$ cat src/rtl/ps2_device_tx.sv
// Device-side PS/2 transmitter: a small byte FIFO feeds an 11-bit framer that
// drives the PS/2 clock and data lines open-drain and resends on host inhibit.
module ps2_device_tx #(
  parameter int HALF_PERIOD = 1120,
  parameter int IDLE_CYC    = 1400,
  parameter int SETTLE      = 28,
  parameter int FIFO_AW     = 2
) (
  input  logic       clk,
  input  logic       rst,
  input  logic [7:0] data_in,
  input  logic       data_wr,
  output logic       fifo_full,
  input  logic       ps2clk_in,
  input  logic       ps2data_in,
  output logic       ps2clk_oe,
  output logic       ps2data_oe,
  output logic       busy,
  output logic       tx_done,
  output logic       tx_abort
);

  localparam int DEPTH = 1 << FIFO_AW;
  localparam int CMAX  = (HALF_PERIOD > IDLE_CYC) ? HALF_PERIOD : IDLE_CYC;
  localparam int CW    = $clog2(CMAX + 1);

  localparam logic [CW-1:0]      HP_LAST   = CW'(HALF_PERIOD - 1);
  localparam logic [CW-1:0]      IDLE_LAST = CW'(IDLE_CYC - 1);
  localparam logic [CW-1:0]      SETTLE_C  = CW'(SETTLE);
  localparam logic [FIFO_AW:0]   FULL_CNT  = (FIFO_AW + 1)'(DEPTH);

  typedef enum logic [2:0] {
    IDLE,
    WAIT_BUS,
    SEND,
    DONE,
    ABORT
  } state_t;

  state_t            state;
  logic [CW-1:0]     cnt;
  logic [3:0]        bit_idx;
  logic              phase_low;

  logic              clk_s1, clk_s2, data_s1, data_s2;

  logic [7:0]        mem [DEPTH];
  logic [FIFO_AW-1:0] wr_ptr, rd_ptr;
  logic [FIFO_AW:0]  count;
  logic              push, pop;
  logic [7:0]        head;
  logic [10:0]       frame;

  // Synchronisers idle at the released (pulled-up) bus level.
  always_ff @(posedge clk or posedge rst) begin
    if (rst) begin
      clk_s1  <= 1'b1;
      clk_s2  <= 1'b1;
      data_s1 <= 1'b1;
      data_s2 <= 1'b1;
    end else begin
      clk_s1  <= ps2clk_in;
      clk_s2  <= clk_s1;
      data_s1 <= ps2data_in;
      data_s2 <= data_s1;
    end
  end

  assign fifo_full = (count == FULL_CNT);
  assign push      = data_wr & ~fifo_full;
  assign pop       = (state == DONE) && (cnt == HP_LAST);
  assign head      = mem[rd_ptr];
  assign frame     = {1'b1, ~^head, head, 1'b0};
  assign busy      = (state != IDLE) || (count != '0);

  always_ff @(posedge clk) begin
    if (push) mem[wr_ptr] <= data_in;
  end

  always_ff @(posedge clk or posedge rst) begin
    if (rst) begin
      wr_ptr <= '0;
      rd_ptr <= '0;
      count  <= '0;
    end else begin
      if (push) wr_ptr <= wr_ptr + 1'b1;
      if (pop)  rd_ptr <= rd_ptr + 1'b1;
      case ({push, pop})
        2'b10:   count <= count + 1'b1;
        2'b01:   count <= count - 1'b1;
        default: count <= count;
      endcase
    end
  end

  always_ff @(posedge clk or posedge rst) begin
    if (rst) begin
      state      <= IDLE;
      cnt        <= '0;
      bit_idx    <= '0;
      phase_low  <= 1'b0;
      ps2clk_oe  <= 1'b0;
      ps2data_oe <= 1'b0;
      tx_done    <= 1'b0;
      tx_abort   <= 1'b0;
    end else begin
      tx_done  <= 1'b0;
      tx_abort <= 1'b0;
      case (state)
        IDLE: begin
          ps2clk_oe  <= 1'b0;
          ps2data_oe <= 1'b0;
          if (count != '0) begin
            state <= WAIT_BUS;
            cnt   <= '0;
          end
        end
        WAIT_BUS: begin
          // Data low with clock high is a host request-to-send: never start then.
          if (clk_s2 && data_s2) begin
            if (cnt == IDLE_LAST) begin
              state      <= SEND;
              cnt        <= '0;
              bit_idx    <= '0;
              phase_low  <= 1'b0;
              ps2clk_oe  <= 1'b0;
              ps2data_oe <= ~frame[0];
            end else begin
              cnt <= cnt + 1'b1;
            end
          end else begin
            cnt <= '0;
          end
        end
        SEND: begin
          if (!phase_low) begin
            if (cnt >= SETTLE_C && !clk_s2) begin
              state      <= ABORT;
              cnt        <= '0;
              ps2clk_oe  <= 1'b0;
              ps2data_oe <= 1'b0;
              tx_abort   <= 1'b1;
            end else if (cnt == HP_LAST) begin
              phase_low <= 1'b1;
              ps2clk_oe <= 1'b1;
              cnt       <= '0;
            end else begin
              cnt <= cnt + 1'b1;
            end
          end else if (cnt == HP_LAST) begin
            ps2clk_oe <= 1'b0;
            cnt       <= '0;
            if (bit_idx == 4'd10) begin
              state      <= DONE;
              ps2data_oe <= 1'b0;
            end else begin
              bit_idx    <= bit_idx + 4'd1;
              phase_low  <= 1'b0;
              ps2data_oe <= ~frame[bit_idx + 4'd1];
            end
          end else begin
            cnt <= cnt + 1'b1;
          end
        end
        DONE: begin
          if (cnt == HP_LAST) begin
            state   <= IDLE;
            cnt     <= '0;
            tx_done <= 1'b1;
          end else begin
            cnt <= cnt + 1'b1;
          end
        end
        ABORT: begin
          state <= WAIT_BUS;
          cnt   <= '0;
        end
        default: state <= IDLE;
      endcase
    end
  end

endmodule
$ cat config.mk
export PLATFORM = sky130hd
export DESIGN_NAME = ps2_device_tx
export DESIGN_NICKNAME = d
export VERILOG_FILES = /design/src/rtl/ps2_device_tx.sv
export SDC_FILE = /design/constraint.sdc
export NUM_CORES = 1
export LEC_CHECK = 0
export BUFFER_PORTS_ARGS = -buffer_cell sky130_fd_sc_hd__buf_2
export CAP_MARGIN = 20
export CORE_UTILIZATION = 55
export DETAILED_ROUTE_END_ITERATION = 10
export PLACE_DENSITY = 0.78
export SLEW_MARGIN = 20
export SYNTH_ARGS = -nofsm -noshare
export SYNTH_HDL_FRONTEND = slang
export SYNTH_SLANG_ARGS = --single-unit
$ cat constraint.sdc
create_clock -name clk -period 3.35 [get_ports clk]
set_clock_uncertainty 0.05 [all_clocks]
set_input_delay 0.335 -clock clk [delete_from_list [all_inputs] [get_ports clk]]
set_output_delay 0.335 -clock clk [all_outputs]
set_load 0.05 [all_outputs]
==> results of run 1 <==
==> worst min-delay path, cell delays in order <==
cell and delay [ns]:
buf_2 0.09, inv_1 0.04, buf_4 0.38
==> sequential cells by signal, indices dropped and copies added, names as in the netlist <==
signal and flops:
clk_s2 1, clk_s1 1, data_s2 1, tx_done 1, ps2data_oe 1, tx_abort 1, rd_ptr 2, data_s1 1
phase_low 1, bit_idx 4, state 3, wr_ptr 2, mem 32, cnt 11, ps2clk_oe 1, count 3
==> cell families (layout without fill, tap and decap cells) <==
family | Yosys count | count (layout) | share of synthesized area [%]
compound gates | 54 | 54 | 10.2
xor+xnor | 25 | 25 | 6.51
fa+ha+maj | 10 | 10 | 3.94
buf+inv | 26 | 50 | 3.27
flops | 66 | 66 | 54.0
mux | 17 | 17 | 8.59
simple gates | 85 | 85 | 13.5
==> synth_stat cells (3+ instances only) <==
| cell type | number | share of area (%) |
|---|---|---|
| dfstp_2 | 4 | 3.1 |
| nand2b_1 | 7 | 1.3 |
| o31ai_1 | 3 | 0.67 |
| mux2_2 | 6 | 2.0 |
| nand4_1 | 3 | 0.56 |
| edfxtp_1 | 32 | 29 |
| nor4_1 | 3 | 0.56 |
| a21oi_1 | 4 | 0.59 |
| mux2i_1 | 3 | 0.89 |
| nor2_1 | 11 | 1.2 |
| nand2_1 | 21 | 2.3 |
| mux4_2 | 5 | 3.3 |
| nor3_1 | 5 | 0.74 |
| ha_1 | 9 | 3.3 |
| nor2b_1 | 3 | 0.56 |
| inv_1 | 14 | 1.6 |
| mux4_1 | 3 | 2.3 |
| o21ai_0 | 24 | 3.6 |
| a31oi_1 | 3 | 0.56 |
| nand3_1 | 9 | 1.3 |
| xor2_1 | 13 | 3.4 |
| xnor2_1 | 12 | 3.1 |
| and3_1 | 5 | 0.93 |
| clkbuf_1 | 9 | 1.0 |
| dfrtp_1 | 30 | 22 |
| and2_1 | 6 | 1.1 |
| o22ai_1 | 6 | 1.1 |
==> path summary, 6_finish.rpt <==
check,slack (ns),endpoint,depth (start not counted)
max,0.51,ps2data_oe,6
min,0.01,wr_ptr[0],3
max reg2reg,0.51,ps2data_oe,6
min reg2reg,0.32,clk_s2,0
max in group asynchronous,2.89,clk_s2,3
min in group clk,0.03,clk_s1,1
==> stage by stage <==
stage / utilization, % / setup slack [ns] / total power, W
2_1_floorplan: - / 0.808 / 0.00162
3_3_place_gp: 59.2 / 0.701 / 0.00175
3_5_place_dp: 59.2 / 0.548 / 0.00178
4_1_cts: 62.9 / 0.516 / 0.00251
5_1_grt: 62.9 / 0.225 / 0.00263
6_report: 62.9 / 0.514 / 0.00250
==> report_power, final <==
part / switching [W] / internal [W] / total, W
Combinational: 0.000386 / 0.000265 / 0.000651
Sequential: 0.000103 / 0.00101 / 0.00111
Clock: 0.000318 / 0.000417 / 0.000735
Total: 0.000807 / 0.00169 / 0.00250
==> placed cells by master, fill, tap and decap left out, types with 4 or more instances in the layout <==
cell | Yosys | layout
nand2b_1 | 7 | 7
mux4_2 | 5 | 5
nor2_1 | 11 | 11
nand2_1 | 21 | 21
xor2_1 | 13 | 13
ha_1 | 9 | 9
xnor2_1 | 12 | 12
nor3_1 | 5 | 5
nand3_1 | 9 | 9
dfrtp_1 | 30 | 30
and3_1 | 5 | 5
o22ai_1 | 6 | 6
o21ai_0 | 24 | 24
mux2_2 | 6 | 6
buf_2 | 1 | 18
dfstp_2 | 4 | 4
edfxtp_1 | 32 | 32
inv_1 | 14 | 14
clkbuf_8 | 0 | 9
a21oi_1 | 4 | 4
and2_1 | 6 | 6
==> routing by layer <==
| metal | routed length (um) | global-route usage, % | vias to the layer above |
|---|---|---|---|
| met3 | 281 | 6.25 | 14 |
| li1 | - | - | 1073 |
| met2 | 2980 | 33.8 | 44 |
| met5 | 0 | 0 | - |
| met1 | 2890 | 29.4 | 1118 |
| met4 | 163 | 9.46 | 0 |
==> layout make-up <==
| cell class | instances | area [sq um] |
|---|---|---|
| clock buffer | 9 | 124 |
| clock inverter | 7 | 93.8 |
| fill | 468 | 2200 |
| inverter | 14 | 52.6 |
| multi-input combinational | 191 | 1440 |
| sequential | 66 | 1820 |
| tap | 75 | 93.8 |
| timing repair buffer | 20 | 105 |
==> flow_summary.toml, run 1 <==
[place]
io_buffers = 18
hpwl_um = 4530
post_dp_cell_area_sq_mm = 0.00351
post-place-cells = 366
place.gp.congestion = 0.786

[critical_path]
crit_start = "rd_ptr[0]"
cp.arrival_ns = 3.00
timing.rr.start = "rd_ptr[0]"
end_kind = "register"
max_stage_delay_ns = 0.67
crit_family = "multiplexers"
path_class = "register to register"
cp_num_buf_inv = 0
crit_slowest_cell = "mux4_1"
path_cells = "mux4_1 -> xor2_1 -> xnor2_1 -> or3_1 -> a2111oi_2 -> o221ai_1"
start_kind = "register"
critPathRequiredTime_ns = 3.51
cp_max_fo = 12

[clock_network]
cts.sinks = 66
ctsRootBufferMaster = "clkbuf_8"
clock_path_buffers = 2
clk_latency_ns = 0.35
cts_buffers = 9
postCtsSetupBuffers = 0
postCtsHoldBufs = 0
clk_pin_slew_ns = 0.07
ctsResizeCount = 0
cts_tree = "done"
htreeDepth = 3

[finish]
drive_gt1_share_pct = 17.9
fin_nets = 325
syn2layout_area_growth_pct = 10.7
antenna_cells = 0
instances_no_fill = 382
stdcell_area_sq_mm = 0.00372

[logic_synthesis]
avgSynthCellArea_sq_um = 11.9
netlist_area_sq_mm = 0.00337
yosys_warnings = 0
synth_edf_count = 32
postSynthCellCount = 283
syn_nets = 306
ys.flop_type = "edfxtp_1"
async_reset_ff_share_pct = 51.5
ys_seq_area_share_pct = 54.0
ys_ff_latch = 66
synth_cell_types = 50

[timing]
setup_violations = 0
slew_headroom_pct = 60.3
grt_setup_unrepaired = "false"
finalHoldViolCount = 0
drv_slew = 0
tns_ns = 0
min_period_over_period_pct = 84.7
min_period_ns = 2.84
whs_ns = 0.0127
fmax_mhz = 353
tightest_slew_ns = 0.595

[power_and_ir_drop]
power.density_mw_per_mm2 = 670
total_leakage_power_nw = 1.50
ir_drop_v = 0.000468

[floorplan]
die_w_um = 80.2
start_util_pct = 56.8
die_h_um = 80.2
die_area_sq_mm = 0.00644
coreArea_sq_mm = 0.00592
placement_rows = 28
io_pins = 19

[global_routing]
grt_pass1_vias = 2197
grt-ovfl-total = 0
grt.total_usage_pct = 22.1
antenna_found_initial = 0
grt_max_degree = 35
grt_pass1_wl_um = 10400

[routing]
drt_iter0_drc = 188
vias = 2249
wl_um = 6310
firstDrtPassIters = 4
viasPerCell = 5.89
wl_per_cell_um = 16.5
drc = 0
ant_nets = 0

[job]
max_cap_viol_count = 0

[run_status]
status = "complete, no violations"

[min_path]
holdCritPathClass = "input port to async pin"
Power figures use the tool's default switching activity.
==> run 2: changes to the inputs <==
ABC_AREA = 1   (was unset)
clock period = 2.8 ns   (was 3.35 ns; I/O delays follow)
==> flow_summary.toml, run 2 <==
[critical_path]
crit_slowest_cell = "dfrtp_1"
crit_family = "adder cells"
path_cells = "ha_4 -> nand2_1 -> nor2_4 -> inv_2 -> nor3_2 -> nand3_2 -> inv_1 -> nand2_1 -> inv_1 -> ha_1 -> inv_1 -> fa_1 -> a21oi_1 -> o21ai_1 -> xor2_1"
cp_num_buf_inv = 4
critPathRequiredTime_ns = 2.97
timing.rr.end = "count[2]"
r2r_cells = 15
path_class = "register to register"
cp.depth = 15
timing.rr.start = "cnt[0]"
path_common_cell = "inv_1"
max_stage_delay_ns = 0.43
cp.arrival_ns = 2.74
end_kind = "register"
cp_max_fo = 4
start_kind = "register"
reg2reg_slack_ns = 0.22

[power_and_ir_drop]
ir_drop_v = 0.000536
power.density_mw_per_mm2 = 496
total_leakage_power_nw = 1.74
power.total_w = 0.00193

[routing]
firstDrtPassIters = 4
viasPerCell = 5.12
drt_iter0_drc = 211
wl_um = 6460
drc = 0
wl_per_cell_um = 12.8
vias = 2586
ant_nets = 0

[logic_synthesis]
yosysTopAreaCellShare_pct = 27.9
async_reset_ff_share_pct = 51.5
synth_area_leaders = "edfxtp_1 28%, dfrtp_1 22%, nand2_1 14%"
netlist_area_sq_mm = 0.00344
syn_nets = 416
ys_ff_latch = 66
ys_seq_area_share_pct = 52.8
synth_most_common_cell = "nand2_1"
synth_common_cells = "124 x nand2_1, 44 x inv_1, 32 x edfxtp_1"
ys.flop_type = "edfxtp_1"
yosys.area.top_type = "edfxtp_1"
synth_cell_types = 34
postSynthCellCount = 393
avgSynthCellArea_sq_um = 8.75
synth_edf_count = 32
yosys_warnings = 0

[finish]
final_common_cell = "nand2_1"
regMostFlops = "mem"
syn2layout_area_growth_pct = 12.9
mostFrequentLayoutCells = "124 x nand2_1, 44 x inv_1, 32 x edfxtp_1"
instances_no_fill = 505
top_regs = "mem: 32 flops, cnt: 11 flops, bit_idx: 4 flops"
drive_gt1_share_pct = 17.0
largest_register_ffs = 32
antenna_cells = 0
fillCellCount = 464
fin_nets = 448

[min_path]
min_from = "data_in[1]"
holdCritPathClass = "input port to register"
holdPathEnd = "mem[2][1]"
whs_path_depth = 1

[floorplan]
start_util_pct = 57.4
die_w_um = 81.1
die_area_sq_mm = 0.00657
placement_rows = 28
io_pins = 19
die_h_um = 81.1
coreArea_sq_mm = 0.00599

[global_routing]
grt.total_usage_pct = 22.3
antenna_found_initial = 0
grt-ovfl-total = 0
grt_pass1_wl_um = 10600
grt_max_degree = 35
grt_pass1_vias = 2445

[timing]
setup_violations = 0
grt_setup_unrepaired = "false"
slew_headroom_pct = 48.6
min_period_ns = 2.58
min_period_over_period_pct = 92.0
fmax_mhz = 388
setup_ws_ns = 0.225
tightest_slew_ns = 0.768
whs_ns = 0.0910
finalHoldViolCount = 0
drv_slew = 0
tns_ns = 0

[place]
io_buffers = 18
hpwl_um = 4450
place.gp.congestion = 0.943
dp_slack_ns = 0.208
post-place-cells = 483

[clock_network]
ctsRootBufferMaster = "clkbuf_8"
cts_buffers = 9
clock_path_buffers = 2
clk_pin_slew_ns = 0.08
htreeDepth = 3
cts.sinks = 66
cts_tree = "done"
clk_latency_ns = 0.34

[run_status]
status = "complete, no violations"

[job]
max_cap_viol_count = 0
[run 2: logic make-up after synthesis]
logic type	Yosys count	synth area share, %
buffers and inverters	60	7.46
flip-flops	66	52.8
XOR/XNOR	12	3.06
AND/OR/NAND/NOR	202	25.7
AO/OA/AOI/OAI	43	7.10
adder cells (fa/ha/maj)	10	3.86
[run 2: area by class of cell]
cell class | instances | area (sq um) | area share, %
Tap cell | 75 | 93.8 | 2.42
Multi-Input combinational cell | 267 | 1380 | 35.5
Timing Repair Buffer | 28 | 173 | 4.45
Sequential cell | 66 | 1820 | 46.8
Clock inverter | 7 | 93.8 | 2.42
Clock buffer | 9 | 124 | 3.19
Inverter | 53 | 204 | 5.25
[run 2: worst max path at each step]
stage / start / end / slack, ns
after detailed placement: cnt[0] / count[2] / 0.21
after floorplan: cnt[0] / count[2] / 0.44
after global routing: cnt[0] / count[2] / 0.01
after CTS: cnt[0] / count[2] / 0.14
final: cnt[0] / count[2] / 0.22
after global placement: cnt[0] / count[2] / 0.30
[run 2: report_power, final]
group | leakage, nW | internal [W] | switching, W | total, W
Sequential | 0.727 | 0.00102 | 0.00000337 | 0.00103
Clock | 0.107 | 0.000499 | 0.000365 | 0.000864
Combinational | 0.909 | 0.0000128 | 0.0000210 | 0.0000339
Total | 1.74 | 0.00154 | 0.000390 | 0.00193
[run 2: timing repair]
item,CTS,global route
endpoints found under the setup margin,0,1
buffers inserted,0,3
hold endpoints to repair,32,0
gates resized for setup,0,3
hold buffers,3,0
[run 2: stage by stage]
stage          utilization [%]  cell area (sq um)
3_3_place_gp              60.1               3600
6_report                  64.8               3880
5_1_grt                   64.8               3880
3_5_place_dp              60.1               3600
4_1_cts                   64.2               3850
2_1_floorplan                -               3440
[run 2: worst register-to-register path, stage by stage, from the launching register on]
cell and delay [ns]:
dfrtp_1 0.43, ha_4 0.17, nand2_1 0.08, nor2_4 0.15
inv_2 0.06, nor3_2 0.12, nand3_2 0.13, inv_1 0.08
nand2_1 0.06, inv_1 0.10, ha_1 0.16, inv_1 0.08
fa_1 0.39, a21oi_1 0.15, o21ai_1 0.10, xor2_1 0.15
[run 2: metal layers]
layer  track usage, %  vias up  wire (um)
met4             11.6        0        116
met2             35.5       72       3060
met1             27.9     1161       2920
li1                 -     1343          -
met3             5.84       10        358
met5                0        -          0
